===== src/rtl/fnd_pkg.sv =====
// Shared constants, segment fonts and converter state type for the FND scan controller.
package fnd_pkg;

    localparam int FND_NUM_DIGITS = 4;
    localparam int FND_BCD_W      = 4;
    localparam int FND_MAX_VALUE  = 9999;

    // Segment order {dp,g,f,e,d,c,b,a}, active-low, dp off.
    localparam logic [7:0] FONT_0     = 8'hC0;
    localparam logic [7:0] FONT_1     = 8'hF9;
    localparam logic [7:0] FONT_2     = 8'hA4;
    localparam logic [7:0] FONT_3     = 8'hB0;
    localparam logic [7:0] FONT_4     = 8'h99;
    localparam logic [7:0] FONT_5     = 8'h92;
    localparam logic [7:0] FONT_6     = 8'h82;
    localparam logic [7:0] FONT_7     = 8'hF8;
    localparam logic [7:0] FONT_8     = 8'h80;
    localparam logic [7:0] FONT_9     = 8'h90;
    localparam logic [7:0] FONT_BLANK = 8'hFF;

    typedef enum logic [1:0] {
        IDLE,
        SHIFT,
        DONE
    } conv_state_t;

    function automatic logic [7:0] font_of(input logic [FND_BCD_W-1:0] nibble);
        logic [7:0] font;
        case (nibble)
            4'd0:    font = FONT_0;
            4'd1:    font = FONT_1;
            4'd2:    font = FONT_2;
            4'd3:    font = FONT_3;
            4'd4:    font = FONT_4;
            4'd5:    font = FONT_5;
            4'd6:    font = FONT_6;
            4'd7:    font = FONT_7;
            4'd8:    font = FONT_8;
            4'd9:    font = FONT_9;
            default: font = FONT_BLANK;
        endcase
        return font;
    endfunction

endpackage


===== src/rtl/fnd_bin2bcd.sv =====
// Iterative double-dabble binary-to-BCD converter: one input bit per cycle,
// busy from the cycle after start until the done cycle inclusive.
module fnd_bin2bcd
    import fnd_pkg::*;
#(
    parameter int VALUE_W    = 14,
    parameter int BCD_DIGITS = FND_NUM_DIGITS
) (
    input  logic                            i_clk,
    input  logic                            i_reset_n,
    input  logic                            i_start,
    input  logic [VALUE_W-1:0]              i_bin,
    output logic                            o_busy,
    output logic                            o_done,
    output logic [BCD_DIGITS*FND_BCD_W-1:0] o_bcd
);
    localparam int BCD_TOT = BCD_DIGITS * FND_BCD_W;
    localparam int CNT_W   = $clog2(VALUE_W + 1);

    conv_state_t        state_reg, state_next;
    logic [VALUE_W-1:0] bin_reg, bin_next;
    logic [BCD_TOT-1:0] bcd_reg, bcd_next;
    logic [BCD_TOT-1:0] bcd_adj;
    logic [CNT_W-1:0]   cnt_reg, cnt_next;

    // Add-3 correction on every nibble that would overflow past 9 once doubled.
    for (genvar gi = 0; gi < BCD_DIGITS; gi++) begin : g_adj
        assign bcd_adj[gi*FND_BCD_W +: FND_BCD_W] =
            (bcd_reg[gi*FND_BCD_W +: FND_BCD_W] >= FND_BCD_W'(5)) ?
            bcd_reg[gi*FND_BCD_W +: FND_BCD_W] + FND_BCD_W'(3) :
            bcd_reg[gi*FND_BCD_W +: FND_BCD_W];
    end

    always_ff @(posedge i_clk or negedge i_reset_n) begin
        if (!i_reset_n) begin
            state_reg <= IDLE;
            bin_reg   <= '0;
            bcd_reg   <= '0;
            cnt_reg   <= '0;
        end else begin
            state_reg <= state_next;
            bin_reg   <= bin_next;
            bcd_reg   <= bcd_next;
            cnt_reg   <= cnt_next;
        end
    end

    always_comb begin
        state_next = state_reg;
        bin_next   = bin_reg;
        bcd_next   = bcd_reg;
        cnt_next   = cnt_reg;
        case (state_reg)
            IDLE: begin
                if (i_start) begin
                    bin_next   = i_bin;
                    bcd_next   = '0;
                    cnt_next   = '0;
                    state_next = SHIFT;
                end
            end
            SHIFT: begin
                {bcd_next, bin_next} = {bcd_adj, bin_reg} << 1;
                cnt_next = cnt_reg + CNT_W'(1);
                if (cnt_reg == CNT_W'(VALUE_W - 1)) begin
                    state_next = DONE;
                end
            end
            DONE:    state_next = IDLE;
            default: state_next = IDLE;
        endcase
    end

    assign o_busy = (state_reg != IDLE);
    assign o_done = (state_reg == DONE);
    assign o_bcd  = bcd_reg;

endmodule


===== src/rtl/fnd_scan_controller.sv =====
// Time-multiplexed 4-digit common-anode 7-segment driver with ghost-suppression blanking.
// Optional FND_LEADING_ZERO_BLANK_EN blanks digits above the most significant nonzero digit.
module fnd_scan_controller
    import fnd_pkg::*;
#(
    parameter int NUM_DIGITS   = FND_NUM_DIGITS,
    parameter int VALUE_W      = 14,
    parameter int BLANK_CYCLES = 8
) (
    input  logic                  i_clk,
    input  logic                  i_reset_n,
    input  logic                  i_clk_fnd,
    input  logic [VALUE_W-1:0]    i_value,
    input  logic [NUM_DIGITS-1:0] i_dp,
    output logic [NUM_DIGITS-1:0] o_fnd_com,
    output logic [7:0]            o_fnd_font,
    output logic                  o_overflow,
    output logic                  o_busy
);
    localparam int                 IDX_W     = $clog2(NUM_DIGITS);
    localparam int                 BLK_W     = $clog2(BLANK_CYCLES + 1);
    localparam int                 BCD_TOT   = NUM_DIGITS * FND_BCD_W;
    localparam logic [VALUE_W-1:0] MAX_VALUE = VALUE_W'(FND_MAX_VALUE);
    localparam logic [IDX_W-1:0]   LAST_IDX  = IDX_W'(NUM_DIGITS - 1);

    logic                  clk_fnd_d_reg;
    logic                  first_reg;
    logic                  scan_active_reg;
    logic                  ovf_pending_reg;
    logic                  overflow_reg;
    logic [IDX_W-1:0]      idx_reg, idx_next;
    logic [BLK_W-1:0]      blank_cnt_reg;
    logic [BCD_TOT-1:0]    bcd_disp_reg;
    logic [BCD_TOT-1:0]    conv_bcd;
    logic                  conv_busy, conv_done;
    logic                  scan_event, wrap_event, capture, value_over;
    logic [VALUE_W-1:0]    value_sat;
    logic [NUM_DIGITS-1:0] digit_sel;
    logic [FND_BCD_W-1:0]  digit_nib;
    logic [7:0]            digit_font;

    assign scan_event = i_clk_fnd & ~clk_fnd_d_reg;
    assign wrap_event = scan_event & (idx_reg == LAST_IDX);
    // A request arriving while a conversion runs is dropped on purpose.
    assign capture    = (wrap_event | first_reg) & ~conv_busy;
    assign value_over = (i_value > MAX_VALUE);
    assign value_sat  = value_over ? MAX_VALUE : i_value;
    assign idx_next   = wrap_event ? '0 : idx_reg + IDX_W'(1);

    always_ff @(posedge i_clk or negedge i_reset_n) begin
        if (!i_reset_n) begin
            clk_fnd_d_reg   <= 1'b0;
            first_reg       <= 1'b1;
            scan_active_reg <= 1'b0;
            ovf_pending_reg <= 1'b0;
            overflow_reg    <= 1'b0;
            idx_reg         <= '0;
            blank_cnt_reg   <= '0;
            bcd_disp_reg    <= '0;
        end else begin
            clk_fnd_d_reg <= i_clk_fnd;
            first_reg     <= 1'b0;
            if (scan_event) begin
                idx_reg         <= idx_next;
                blank_cnt_reg   <= BLK_W'(BLANK_CYCLES);
                scan_active_reg <= 1'b1;
            end else if (blank_cnt_reg != '0) begin
                blank_cnt_reg <= blank_cnt_reg - BLK_W'(1);
            end
            if (capture) begin
                ovf_pending_reg <= value_over;
            end
            // Digits and overflow flag change together so a frame is never torn.
            if (conv_done) begin
                bcd_disp_reg <= conv_bcd;
                overflow_reg <= ovf_pending_reg;
            end
        end
    end

    fnd_bin2bcd #(
        .VALUE_W   (VALUE_W),
        .BCD_DIGITS(NUM_DIGITS)
    ) u_bin2bcd (
        .i_clk    (i_clk),
        .i_reset_n(i_reset_n),
        .i_start  (capture),
        .i_bin    (value_sat),
        .o_busy   (conv_busy),
        .o_done   (conv_done),
        .o_bcd    (conv_bcd)
    );

    for (genvar gi = 0; gi < NUM_DIGITS; gi++) begin : g_com
        assign digit_sel[gi] = (idx_reg == IDX_W'(gi));
        assign o_fnd_com[gi] = ~(scan_active_reg & (blank_cnt_reg == '0) & digit_sel[gi]);
    end

    assign digit_nib = bcd_disp_reg[idx_reg*FND_BCD_W +: FND_BCD_W];

`ifdef FND_LEADING_ZERO_BLANK_EN
    logic [NUM_DIGITS-1:0] upper_zero;

    for (genvar gi = 0; gi < NUM_DIGITS; gi++) begin : g_lz
        assign upper_zero[gi] = ~|bcd_disp_reg[BCD_TOT-1:gi*FND_BCD_W];
    end

    // Digit 0 always shows so that a value of zero renders as "0".
    assign digit_font = ((idx_reg != '0) && upper_zero[idx_reg]) ? FONT_BLANK : font_of(digit_nib);
`else
    assign digit_font = font_of(digit_nib);
`endif

    assign o_fnd_font = scan_active_reg ? (digit_font & ~{i_dp[idx_reg], 7'b0}) : FONT_BLANK;
    assign o_overflow = overflow_reg;
    assign o_busy     = conv_busy;

endmodule


===== config.mk =====
export PLATFORM = sky130hd
export DESIGN_NAME = fnd_scan_controller
export DESIGN_NICKNAME = d
export VERILOG_FILES = /design/src/rtl/fnd_pkg.sv /design/src/rtl/fnd_bin2bcd.sv /design/src/rtl/fnd_scan_controller.sv
export SDC_FILE = /design/constraint.sdc
export NUM_CORES = 1
export LEC_CHECK = 0
export ABC_AREA = 1
export BUFFER_PORTS_ARGS = -buffer_cell sky130_fd_sc_hd__buf_4
export CAP_MARGIN = 20
export CORE_UTILIZATION = 45
export DETAILED_ROUTE_END_ITERATION = 16
export SLEW_MARGIN = 25
export SYNTH_ARGS = -nofsm -noshare
export SYNTH_HDL_FRONTEND = slang
export SYNTH_SLANG_ARGS = --single-unit

===== constraint.sdc =====
create_clock -name i_clk -period 2.15 [get_ports i_clk]
set_input_delay 0.215 -clock i_clk [delete_from_list [all_inputs] [get_ports i_clk]]
set_output_delay 0.215 -clock i_clk [all_outputs]
set_load 0.05 [all_outputs]

==> results.txt, run 1 <==
* Run status: complete, no violations
- CTS placed an instance of sky130_fd_sc_hd__clkbuf_8 at the clock tree root.
- Vias in the first global route: 2754
- Post-Route Skew: 10.8 ps
* RSZ-0062 raised after global routing: yes
- STA classifies the critical path startpoint as a flip-flop.
- Fraction of layout instances using a drive strength above 1: between 10% and 20%
- After Yosys synthesis, XOR and XNOR cells account for 2.02% of the synthesized area.
* Area added between synthesis and finish: 20.5%
- Number of cell rows: 31
* Flip-flop and latch count after synthesis: 63
- For flop-to-flop paths, the worst setup slack is 320 ps.
- Cell Int Power: approximately 3.7 mW
- Worst ir drop on vdd: 0.000552 V
* Type of the setup path with the least slack: flip-flop to primary output
- The library cell used most frequently in the layout, excluding fill and tap cells, is sky130_fd_sc_hd__nand2_1.
- In this run the number of H-tree levels came out at 3.
- CP max-delay cell: sky130_fd_sc_hd__dfrtp_2
* Final Hold Vio Count: 0
- Floorplan die height: 89.8 µm
- Static power due to leakage: between 2 and 2.5 nW
- Placement-stage cell area: 3780 µm²
* Antenna violations before repair: 0
- Hold is met by 14.5 ps.
* Average cell area after synthesis: roughly 7.8 µm²
- The number of antenna diodes in the final layout is 0.
- Number of buffers inserted during clock tree synthesis: 9
- During I/O placement, the number of pins put on the boundary was 35.
* Count of routing violations after the opening detailed-route iteration: ~90
- Total of buffers placed on input and output ports: 34
* Post-route total power: between 7 and 8 mW
* Routed Antenna Nets: 0
* Clock slew at the register clock pins of the worst setup and hold paths: 70 ps
- Count of different cell masters after synthesis: 31
- GRT Resource Usage Total: 18.5%
- Total Routed Length: ~7000 µm
- Dividing the detail-routed via count by the number of cells gives 4.93.
* DIE WIDTH: between 80 and 90 µm
- Sequential fraction of design power: between 20 and 30%
- Dividing total power by cell area gives a power density of between 1500 and 2000 nW/µm².
- Net count after synthesis: 483
* Share of the synthesized area in compound gates (AO/OA/AOI/OAI): 9.49%
- Counting every sink on the clock net gives 63.
* Slew Limit Headroom: 47.5%
- Transition time at the pin with the least slew margin: 787 ps
* Max-Cap Viols: 0
- Post-synthesis adder-cell area fraction: 7.22%
- Yosys printed 0 warnings.
- In this design, the stage delay of the slowest critical-path cell is 450 ps.
* Post-route cell area: 4180 µm²
- Total standard cell area after synthesis: between 3000 and 4000 µm²
- For this configuration, the core starts out at a cell density of 47.3%.
* Clk pwr share: roughly 14%
* Type of the most critical hold path: input pin to flip-flop
- DP Wirelength: 4700 µm
- At the later pin of the worst-skew pair, clock insertion delay measures 330 ps.
* Switching pwr: 3.37 mW
- Before antenna repair, the detailed router went through 4 iterations.
* Total Die Area: a little over 8000 µm²
- Largest family of logic cells by synthesized area: simple AND/OR/NAND/NOR gates
* Worst path required time: between 1500 and 2000 ps
- The top cell types in the final layout, fill and taps aside, are sky130_fd_sc_hd__nand2_1 (147), sky130_fd_sc_hd__dfrtp_1 (60), sky130_fd_sc_hd__inv_1 (38), sky130_fd_sc_hd__buf_4 (36).
- Entering global routing, the biggest net connects 64 pins.
- STA classifies the critical path endpoint as a primary output.
- Crit path top cell by count: sky130_fd_sc_hd__buf_6
- Static timing analysis puts the maximum clock frequency at 475 MHz.
- Net switching is 47.5% of the power.
* Via count of the routed design: just under 3000
* Tmin final: 2110 ps
- Counting every instance in the synthesized netlist gives 442.
* Cell breakdown of the critical path: buf_6, nand2_2, nand3_2, nand2_4, inv_4, ha_4, nand3b_1, nand3_1, nand2_1, buf_6
- In this run the worst path has a maximum fanout of 8.
- Final setup violating endpoints: 0
- CORE AREA: 7330 µm²
- The final-report max-slew violation count came to 0.
* Simple-gate share of the synthesized area: approximately 28%
* Proportion of synthesized chip area in sequential cells: a little under half
* NumNets Final: 526
- STA puts the critical path data arrival time at 1890 ps.
- In the synthesized netlist, mux cells make up 0.325% of the area.
- Number of DRC violations after detailed routing: 0
- Residual overflow from global routing: 0
- The first global-routing pass estimated 12200 µm of wire.
* Logic gate share of total power: 56.6%
- Routability-driven placement finished with a final weighted congestion of 0.825.
- Average detailed-routed wire length per instance: 11.8 µm
- Number of buffers on the longest clock path: 2
- TritonCTS clock tree: built
* Fin crit share: 98.0%
-- worst paths after layout --
check	from	depth (start not counted)	endpoint
worst max register to register	idx_reg[0]$_DFFE_PN0P_	9	u_bin2bcd.cnt_reg[3]$_DFFE_PN0P_
max in group asynchronous	i_reset_n	2	idx_reg[1]$_DFFE_PN0P_
min in group asynchronous	i_reset_n	2	bcd_disp_reg[5]$_DFFE_PN0N_
worst max-delay path	idx_reg[0]$_DFFE_PN0P_	10	o_fnd_font[6]
worst min-delay path	i_clk_fnd	1	clk_fnd_d_reg$_DFF_PN0_
worst min register to register	ovf_pending_reg$_DFFE_PN0P_	2	ovf_pending_reg$_DFFE_PN0P_
-- power groups by stage --
| stage | registers [mW] | logic [mW] | clock network, mW |
|---|---|---|---|
| 2_1_floorplan | 2.00 | 2.87 | 0 |
| 6_report | 2.06 | 4.02 | 1.02 |
| 4_1_cts | 2.04 | 3.74 | 1.05 |
| 5_1_grt | 2.13 | 4.51 | 1.09 |
| 3_5_place_dp | 2.06 | 3.64 | 0 |
| 3_3_place_gp | 2.05 | 3.59 | 0 |
-- final cells by class --
cell class / instances / area, µm²
sequential: 63 / 1580
clock buffer: 10 / 138
inverter: 46 / 188
fill: 706 / 3160
timing repair buffer: 45 / 370
clock inverter: 6 / 60.1
tap: 99 / 124
multi-input combinational: 320 / 1720
-- routing by layer --
| metal | GRT usage [%] | part of all wire (%) | vias to the layer above |
|---|---|---|---|
| met2 | 30.8 | 48 | 48 |
| li1 | - | - | 1487 |
| met4 | 8.74 | 2.1 | 0 |
| met1 | 23.5 | 48 | 1356 |
| met3 | 3.13 | 2.8 | 12 |
| met5 | 0 | 0 | - |
-- Yosys cell counts --
cell type                    n  area [µm²]
sky130_fd_sc_hd__nor2_4      1        11.3
sky130_fd_sc_hd__ha_1       20         250
sky130_fd_sc_hd__clkbuf_1    3        11.3
sky130_fd_sc_hd__nor2_2      1        6.26
sky130_fd_sc_hd__o21ai_0    21         105
sky130_fd_sc_hd__a31oi_1     1        6.26
sky130_fd_sc_hd__xor2_1      7        61.3
sky130_fd_sc_hd__conb_1      1        3.75
sky130_fd_sc_hd__nand2_1   153         574
sky130_fd_sc_hd__nor3_1      3        15.0
sky130_fd_sc_hd__o22ai_1     9        56.3
sky130_fd_sc_hd__a21oi_1     6        30.0
sky130_fd_sc_hd__inv_1      40         150
sky130_fd_sc_hd__dfstp_2     1        26.3
sky130_fd_sc_hd__nand2_4     3        33.8
sky130_fd_sc_hd__buf_4       1        7.51
sky130_fd_sc_hd__xnor2_1     1        8.76
sky130_fd_sc_hd__a21oi_4     1        16.3
sky130_fd_sc_hd__or2_2       1        6.26
sky130_fd_sc_hd__nor2_1     28         105
sky130_fd_sc_hd__inv_4       1        6.26
sky130_fd_sc_hd__mux2_2      1        11.3
sky130_fd_sc_hd__o21ai_1    23         115
sky130_fd_sc_hd__dfrtp_1    62        1550
sky130_fd_sc_hd__inv_2       5        18.8
sky130_fd_sc_hd__nand3_2     2        20.0
sky130_fd_sc_hd__nand3_1    32         160
sky130_fd_sc_hd__nand3b_1    2        15.0
sky130_fd_sc_hd__nand2_2     3        18.8
sky130_fd_sc_hd__buf_2       6        30.0
sky130_fd_sc_hd__buf_6       3        33.8
-- logic make-up after synthesis --
kind of cell | count (synthesis)
buffers and inverters | 59
xor gates and xnor gates | 8
other | 1
AOI/OAI and AO/OA | 61
DFF | 63
adders and majority gates | 20
muxes | 1
and+or+nand+nor | 229
-- worst max-delay path: cells and delay by family (launching register included) --
family	cells	cell delay [ps]
buf+inv	3	380
fa+ha+maj	1	140
simple gates	6	580
flops	1	450
-- metrics by stage --
step	setup WS, ps	util (%)	setup TNS (ps)	instances
after global routing	-61.4	57.0	-149	589
after detailed placement	253	51.6	0	565
final	43.8	57.0	0	589
after CTS	11.6	55.0	0	585
after floorplan	321	-	0	442
after global placement	316	51.6	0	565
-- timing repair --
| action | 4_1_cts | 5_1_grt |
|---|---|---|
| buffers inserted | 3 | 4 |
| resized for setup | 8 | 28 |
| hold endpoints to repair | 13 | 0 |
| hold buffers | 1 | 0 |
| endpoints found under the setup margin | 5 | 7 |
| pin swaps | 4 | 10 |
Note: power is estimated with default switching activity, not from simulation.
==> run 2, diff against run 1 <==
==> constraint.sdc (replaced) <==
create_clock -name i_clk -period 2.15 [get_ports i_clk]
set_input_delay 0.3225 -clock i_clk [delete_from_list [all_inputs] [get_ports i_clk]]
set_output_delay 0.3225 -clock i_clk [all_outputs]
set_load 0.05 [all_outputs]
==> run 2 against run 1 <==
Compared with the run above:
- the run now ends with setup timing left
- global-route usage rose by 1.0 points
- first-iteration DRC count rose by 29%
- sequential power barely moved
- non-clock buffer count rose by 7
- critical path type unchanged
- largest cell class unchanged
==> results.txt, run 2 (synthesized netlist as in run 1, its figures left out) <==
* Run status: complete, but fails checks
* Violated checks: setup timing
- Count of TritonRoute iterations in the first routing pass: 4 (unchanged)
* Final setup violating endpoints: 2 (+2)
- Non-filler cells in the finished layout: 596 (+1.2%)
* Fin Hold WS: 96.8 ps (+82.3 ps)
- Top Usage Layer GRT: met2
- The multi-input gate area in the final layout is 1720 µm² (about the same).
- The static leakage was 2.21 nW (+1.5%).
- The leftover overflow at the end of global routing came to 0 (unchanged).
- The summed negative setup slack over all endpoints was -68.0 ps (-68.0 ps).
* Fin crit share: 102% (+3.7 points)
- Worst ir drop on vdd: 0.000490 V (-11%)
- The diode insertion count for antenna repair came to 0 (unchanged).
- The via-per-instance ratio came to 4.85 (-1.6%).
- Final design utilization: 58.0% (+1.0 points)
- Initial Utilization: 47.3% (unchanged)
- The post-placement cell area is 3800 µm² (+0.53%).
- The number of top-level design ports came to 35 (unchanged).
- Logic gate share of total power: 57.6% (+1.0 points)
- Setup repair after global routing could not meet its margin everywhere.
- Post-route cell area: 4250 µm² (+1.8%)
* Count of routing violations after the opening detailed-route iteration: 117 (+29%)
- The arrival time of the worst setup path was 1860 ps (-30 ps).
- Placer congestion estimate: 0.819 (-0.75%)
- The post-detailed-route DRC marker count was 0 (unchanged).
- Routed Antenna Nets: 0 (unchanged)
* Destination of the critical timing path: o_fnd_font[5]
- The buffer depth of the longest clock path was 2 (unchanged).
* Startpoint types: flip-flop
* Number of pins exceeding their max-slew limit in the final report: 0 (unchanged)
- Clk pwr share: 14.2% (-0.2 points)
* Num Clock Sinks: 63 (unchanged)
* Peak fanout along the critical path: 8 (unchanged)
- Final Hold Vio Count: 0 (unchanged)
* Commonest non-fill, non-tap cell in the layout: sky130_fd_sc_hd__nand2_1
- The detailed placement HPWL was 4750 µm (+1.2%).
- The deepest level of the CTS H-tree came to 3 (unchanged).
- The core area came to 7330 µm² (unchanged).
* Type of the most critical hold path: input pin to flip-flop
- Number of cell rows: 31 (unchanged)
- The switching power is 3.41 mW (+1.1%).
- The via count of the first global-routing pass is 2798 (+1.6%).
- The fraction of met3 tracks used by global routing was 5.33% (+2.2 points).
* Cell Int Power: 3.82 mW (+2.6%)
- Tmin final: 2190 ps (+80.0 ps)
- Total of buffers placed on input and output ports: 34 (unchanged)
- Clock root buffer: sky130_fd_sc_hd__clkbuf_8
- Area added between synthesis and finish: 22.6%
* Via count of the routed design: 2890 (-0.45%)
- Sequential fraction of design power: 28.3% (-0.7 points)
- Power density of the placed cells: 1700 nW/µm² (about the same)
- The net switching share of the total power was 47.1% (-0.38 points).
- Antenna violations before repair: 0 (unchanged)
* Placed Instances: 566 (+0.18%)
- Total Routed Length: 6980 µm (+0.11%)
* Sequential cell area: 1580 µm² (unchanged)
- The flop-to-flop setup slack was 200 ps (-120 ps).
- Commonest non-fill, non-tap cells in the layout: sky130_fd_sc_hd__nand2_1 (148), sky130_fd_sc_hd__dfrtp_1 (60), sky130_fd_sc_hd__buf_4 (42), sky130_fd_sc_hd__inv_1 (38), sky130_fd_sc_hd__nor2_1 (28)
* Number of inserted filler cells in the final layout: 709 (+0.42%)
- The fraction of layout instances using a drive strength above 1 was 20.7% (+1.3 points).
* GRT Resource Usage Total: 19.5% (+1.0 points)
* Terminus of the critical flop-to-flop path: u_bin2bcd.bin_reg[11]$_DFFE_PN0P_
- First element of the critical path: idx_reg[0]$_DFFE_PN0P_
- The final clock skew came to 12.5 ps (+1.77 ps).
* Max-Cap Viols: 0 (unchanged)
* Clock slew at the register clock pins of the worst setup and hold paths: 80 ps (about the same)
- Maximum operating frequency: 457 MHz (-3.7%)
- The critical path is of the flip-flop to primary output type.
- The final-stage net count came to 533 (+1.3%).
- Reg2Reg Depth: 10 (+1)
* Number of buffers inserted during clock tree synthesis: 9 (unchanged)
- Total Die Area: 8060 µm² (unchanged)
* Reg-to-reg critical path startpoint: idx_reg[0]$_DFFE_PN0P_
- The die width came to 89.8 µm (unchanged).
* Worst path required time: 1830 ps (-100 ps)
* Worst skew pair latency: 350 ps (+20 ps)
* Floorplan die height: 89.8 µm (unchanged)
* Met1 usage in global routing: 24.8% (+1.4 points)
* Wire length of the first global-routing pass: 12800 µm (+4.9%)
- TritonCTS built the clock tree.
* Worst Setup End Kind: primary output
- Average detailed-routed wire length per instance: 11.7 µm (-1.1%)
- Smallest setup slack after layout: -36.2 ps (-80.0 ps)
- Pin count of the biggest net entering global routing: 41 (-36%)
- The global-route track usage on met2 was 31.6% (+0.77 points).
-- run 2: cell count changes in the layout (fill, tap and decap cells not counted), moves of 2 or more --
cell / change
sky130_fd_sc_hd__buf_12: +2
sky130_fd_sc_hd__buf_4: +6
sky130_fd_sc_hd__clkinv_4: +2
sky130_fd_sc_hd__inv_2: +2
sky130_fd_sc_hd__inv_4: -3
sky130_fd_sc_hd__nand2_4: -2
sky130_fd_sc_hd__nand3_2: +2
-- run 2: worst min-delay path by stage --
stage,cells after the start,startpoint,slack (ps),to
finish,1,i_clk_fnd,100,clk_fnd_d_reg$_DFF_PN0_
global route,1,i_clk_fnd,80,clk_fnd_d_reg$_DFF_PN0_
CTS,1,i_clk_fnd,80,clk_fnd_d_reg$_DFF_PN0_
detailed placement,1,i_reset_n,330,bcd_disp_reg[7]$_DFFE_PN0N_
global placement,1,i_reset_n,320,bcd_disp_reg[6]$_DFFE_PN0N_
floorplan,0,i_reset_n,30,bcd_disp_reg[0]$_DFFE_PN0N_
-- run 2: repair_timing --
item	in CTS	in global routing
hold buffers	1	0
hold endpoints to repair	36	0
pin swaps	8	1
gates resized for setup	28	5
setup buffers	13	0
endpoints found under the setup margin	7	22
-- run 2: critical path, cell delays in order (launching register included) --
cell and delay [ps]:
sky130_fd_sc_hd__dfrtp_2 480, sky130_fd_sc_hd__inv_6 70, sky130_fd_sc_hd__nand2_2 60, sky130_fd_sc_hd__nand3_2 80, sky130_fd_sc_hd__nand2_4 110, sky130_fd_sc_hd__inv_2 60, sky130_fd_sc_hd__ha_2 170, sky130_fd_sc_hd__nand3b_1 180
sky130_fd_sc_hd__nand3_1 90, sky130_fd_sc_hd__nand2_1 60, sky130_fd_sc_hd__buf_6 160
-- run 2: area by class of cell --
type                    instances  area share [%]
clock buffers                   9            2.91
clock inverters                 7            1.74
inverters                      46            4.42
multi-input cells             320            40.4
flip-flops and latches         63            37.2
well taps                      99            2.91
repair buffers                 52            10.5
-- run 2: power groups by stage --
stage | clock network, mW | registers [mW] | logic, mW
after floorplan | 0 | 2.00 | 2.87
after global placement | 0 | 2.06 | 3.59
after detailed placement | 0 | 2.06 | 3.64
after CTS | 1.06 | 2.05 | 4.13
after global routing | 1.11 | 2.12 | 4.66
final | 1.02 | 2.04 | 4.16
-- run 2: stage by stage --
step / setup WS, ps / total power, mW
2_1_floorplan: 213 / 4.87
3_3_place_gp: 137 / 5.65
3_5_place_dp: 79.0 / 5.70
4_1_cts: -1.30 / 7.23
5_1_grt: -155 / 7.89
6_report: -36.2 / 7.23
-- run 2: per-layer routing --
metal  vias up  part of all wire [%]
met4         0                   1.6
met2        56                    47
li1       1507                     -
met1      1317                    47
met3        10                   3.9
met5         -                     0
==> run 3, diff against run 2 <==
--- a/config.mk
+++ b/config.mk
@@ -11,4 +11,5 @@
 export CORE_UTILIZATION = 45
 export DETAILED_ROUTE_END_ITERATION = 16
+export PLACE_DENSITY_LB_ADDON = 0.2
 export SLEW_MARGIN = 25
 export SYNTH_ARGS = -nofsm -noshare
==> constraint.sdc (replaced) <==
create_clock -name i_clk -period 2.15 [get_ports i_clk]
set_input_delay 0.1075 -clock i_clk [delete_from_list [all_inputs] [get_ports i_clk]]
set_output_delay 0.1075 -clock i_clk [all_outputs]
set_load 0.05 [all_outputs]
==> run 3 against run 2 <==
Compared with the run above:
- critical path depth is the same
- the run now ends clean
- register-to-register slack gained 150 ps
- critical path type unchanged
- largest cell class unchanged
- first-iteration DRC count grew 48%
- clock-buffer cell count is the same
- utilization shrank 1.4 points
- critical endpoint is now o_fnd_font[6]
- clock skew shrank 4.0 ps
==> results.txt, run 3 (synthesized netlist as in run 1, its figures left out) <==
- Hold depth: 5 (+4)
- The post-route fraction of the period consumed by the critical path came to 94.5% (-7.2 points).
- The net switching share of the total power came to 47.6% (+0.49 points).
- Commonest non-fill, non-tap cell in the layout: sky130_fd_sc_hd__nand2_1
- Headroom to the max-slew limit came out at 47.1%.
- Startpoint types: flip-flop
- Reg-to-reg critical path startpoint: idx_reg[0]$_DFFE_PN0P_
- Tmin final: 2030 ps (-154 ps)
* DP Wirelength: 4590 µm (-3.5%)
- Static power due to leakage: 2.16 nW (-2.2%)
- Vias in the first global route: 2659 (-5.0%)
- The final clock skew is 8.56 ps (-3.99 ps).
- The CTS buffer count came to 9 (unchanged).
- The depth of the worst register-to-register path was 9 (-1).
* Worst ir drop on vdd: 0.000484 V (-1.3%)
* Peak fanout along the critical path: 8 (unchanged)
* Maximum operating frequency: 492 MHz (+7.6%)
- Residual overflow from global routing: 0 (unchanged)
* Fraction of layout instances using a drive strength above 1: 19.1% (-1.6 points)
- The insertion delay to the later sink of the worst-skew pair came to 330 ps (-20 ps).
- Number of buffers on the longest clock path: 2 (unchanged)
- Number of cell rows: 31 (unchanged)
* Clock slew at the register clock pins of the worst setup and hold paths: 80 ps (about the same)
* Pin count of the biggest net entering global routing: 64 (+56%)
- Run status: complete, no violations
* Cell Int Power: 3.66 mW (-4.3%)
* Type of the setup path with the least slack: flip-flop to primary output
- The portion of total power attributed to combinational logic came to 56.0% (-1.6 points).
* DIE WIDTH: 89.8 µm (unchanged)
* Clock root buffer: sky130_fd_sc_hd__clkbuf_8
- Antenna violations before repair: 0 (unchanged)
- The number of top-level design ports came to 35 (unchanged).
- The die outline height was 89.8 µm (unchanged).
- Average detailed-routed wire length per instance: 11.4 µm (-2.8%)
- The via-per-instance ratio is 4.83 (-0.41%).
- The first-pass GRT wire length was 11900 µm (-6.4%).
* Number of DRC violations after detailed routing: 0 (unchanged)
- Initial Utilization: 47.3% (unchanged)
* Fin Hold WS: 45.6 ps (-51.2 ps)
* Final Hold Vio Count: 0 (unchanged)
- Worst Setup End Kind: primary output
- Num Clock Sinks: 63 (unchanged)
- Reg2reg setup slack: 350 ps (+150 ps)
- Switching pwr: 3.33 mW (-2.4%)
* Final setup violating endpoints: 0 (-2)
- Total Die Area: 8060 µm² (unchanged)
- Clk pwr share: 14.7% (+0.5 points)
* TritonCTS clock tree: built
- The tightest min-delay check is of the input pin to flip-flop type.
* Number of pins exceeding their max-slew limit in the final report: 0 (unchanged)
- The remaining number of nets flagged by the antenna check after routing was 0 (unchanged).
- CORE AREA: 7330 µm² (unchanged)
* Worst hold start: i_value[0]
* Terminus of the critical flop-to-flop path: u_bin2bcd.bin_reg[4]$_DFFE_PN0P_
- The number of violations reported at the end of detailed-routing iteration 0 was 173 (+48%).
- For the pin with the worst max-slew slack, the measured transition is 794 ps.
- The deepest level of the CTS H-tree is 3 (unchanged).
- Number of antenna cells inserted: 0 (unchanged)
- The placer's final routability congestion estimate is 0.797 (-2.7%).
- Max-Cap Viols: 0 (unchanged)
- The final-stage net count came to 528 (-0.94%).
- Via count of the routed design: 2854 (-1.2%)
- The first-pass iteration count of the detailed router was 6 (+2).
- The global router's overall resource usage was 18.3% (-1.2 points).
- The required time at the endpoint of the critical path came to 2040 ps (+210 ps).
- The summed negative setup slack over all endpoints came to 0 ps (+68.0 ps).
- The arrival time of the worst setup path came to 1920 ps (+60 ps).
- Total of buffers placed on input and output ports: 34 (unchanged)
- Power density of the placed cells: 1680 nW/µm² (-1.0%)
* End point of the most critical hold path: u_bin2bcd.bin_reg[0]$_DFFE_PN0P_
- Number of inserted filler cells in the final layout: 711 (+0.28%)
- From synthesis to final layout, the design area changed by 19.7%.
* Sequential fraction of design power: 29.4% (+1.1 points)
- The final routed wirelength across all metal layers was 6730 µm (-3.6%).
* Commonest non-fill, non-tap cells in the layout: sky130_fd_sc_hd__nand2_1 (146), sky130_fd_sc_hd__dfrtp_1 (60), sky130_fd_sc_hd__inv_1 (39), sky130_fd_sc_hd__buf_4 (36), sky130_fd_sc_hd__nand3_1 (29)
## run 3: what timing repair did
action | in CTS | in global routing
hold buffers | 2 | 0
pin swaps | 0 | 7
setup endpoints to repair | 7 | 7
buffers inserted | 0 | 8
hold endpoints to repair | 63 | 0
resized for setup | 3 | 28
## run 3: layout make-up
type                            count  area (µm²)  area share (%)
Clock buffer                        9         124            2.99
Multi-Input combinational cell    320        1680            40.4
Tap cell                           99         124            2.99
Clock inverter                      7        71.3            1.72
Timing Repair Buffer               47         392            9.44
Sequential cell                    63        1580            38.1
Inverter                           46         183            4.40
## run 3: power by group through the flow
stage | Clock, mW | Combinational, mW | Sequential [mW]
after floorplan | 0 | 2.87 | 2.00
after global placement | 0 | 3.58 | 2.05
after detailed placement | 0 | 3.64 | 2.06
after CTS | 1.05 | 3.66 | 2.05
after global routing | 1.11 | 4.41 | 2.13
final | 1.02 | 3.91 | 2.05
## run 3: worst max-delay path by stage
stage	start	end	slack (ps)	cells after the start
detailed placement	idx_reg[0]$_DFFE_PN0P_	o_fnd_font[5]	200	10
global route	idx_reg[0]$_DFFE_PN0P_	o_fnd_font[6]	-4	10
global placement	idx_reg[0]$_DFFE_PN0P_	o_fnd_font[5]	280	10
CTS	idx_reg[0]$_DFFE_PN0P_	o_fnd_font[5]	6	10
finish	idx_reg[0]$_DFFE_PN0P_	o_fnd_font[6]	120	10
floorplan	idx_reg[0]$_DFFE_PN0P_	o_fnd_font[3]	430	9
## run 3: critical path, stage by stage, from the launching register on
cell and delay (ps):
sky130_fd_sc_hd__dfrtp_2 480, sky130_fd_sc_hd__buf_6 140, sky130_fd_sc_hd__nand2_1 60, sky130_fd_sc_hd__nand3_2 80, sky130_fd_sc_hd__nand2_4 120, sky130_fd_sc_hd__inv_2 50, sky130_fd_sc_hd__ha_1 180, sky130_fd_sc_hd__nand3b_1 160
sky130_fd_sc_hd__nand3_1 90, sky130_fd_sc_hd__nand2_1 60, sky130_fd_sc_hd__buf_6 160
## run 3: layer usage
metal / GRT usage, % / vias up / part of all wire, %
met5: 0 / - / 0
met4: 6.97 / 0 / 1.3
met3: 4.65 / 8 / 3.3
met2: 28.8 / 48 / 46
met1: 24.2 / 1305 / 49
li1: - / 1493 / -
## run 3: metrics by stage
| step | std cells | cell area (µm²) | power, mW | util, % | setup slack, ps |
|---|---|---|---|---|---|
| global route | 591 | 4150 | 7.65 | 56.6 | -4.48 |
| CTS | 583 | 4010 | 6.76 | 54.6 | 6.37 |
| detailed placement | 565 | 3780 | 5.70 | 51.6 | 199 |
| finish | 591 | 4150 | 6.99 | 56.6 | 118 |
| floorplan | 442 | 3470 | 4.87 | - | 428 |
| global placement | 565 | 3780 | 5.63 | 51.6 | 280 |
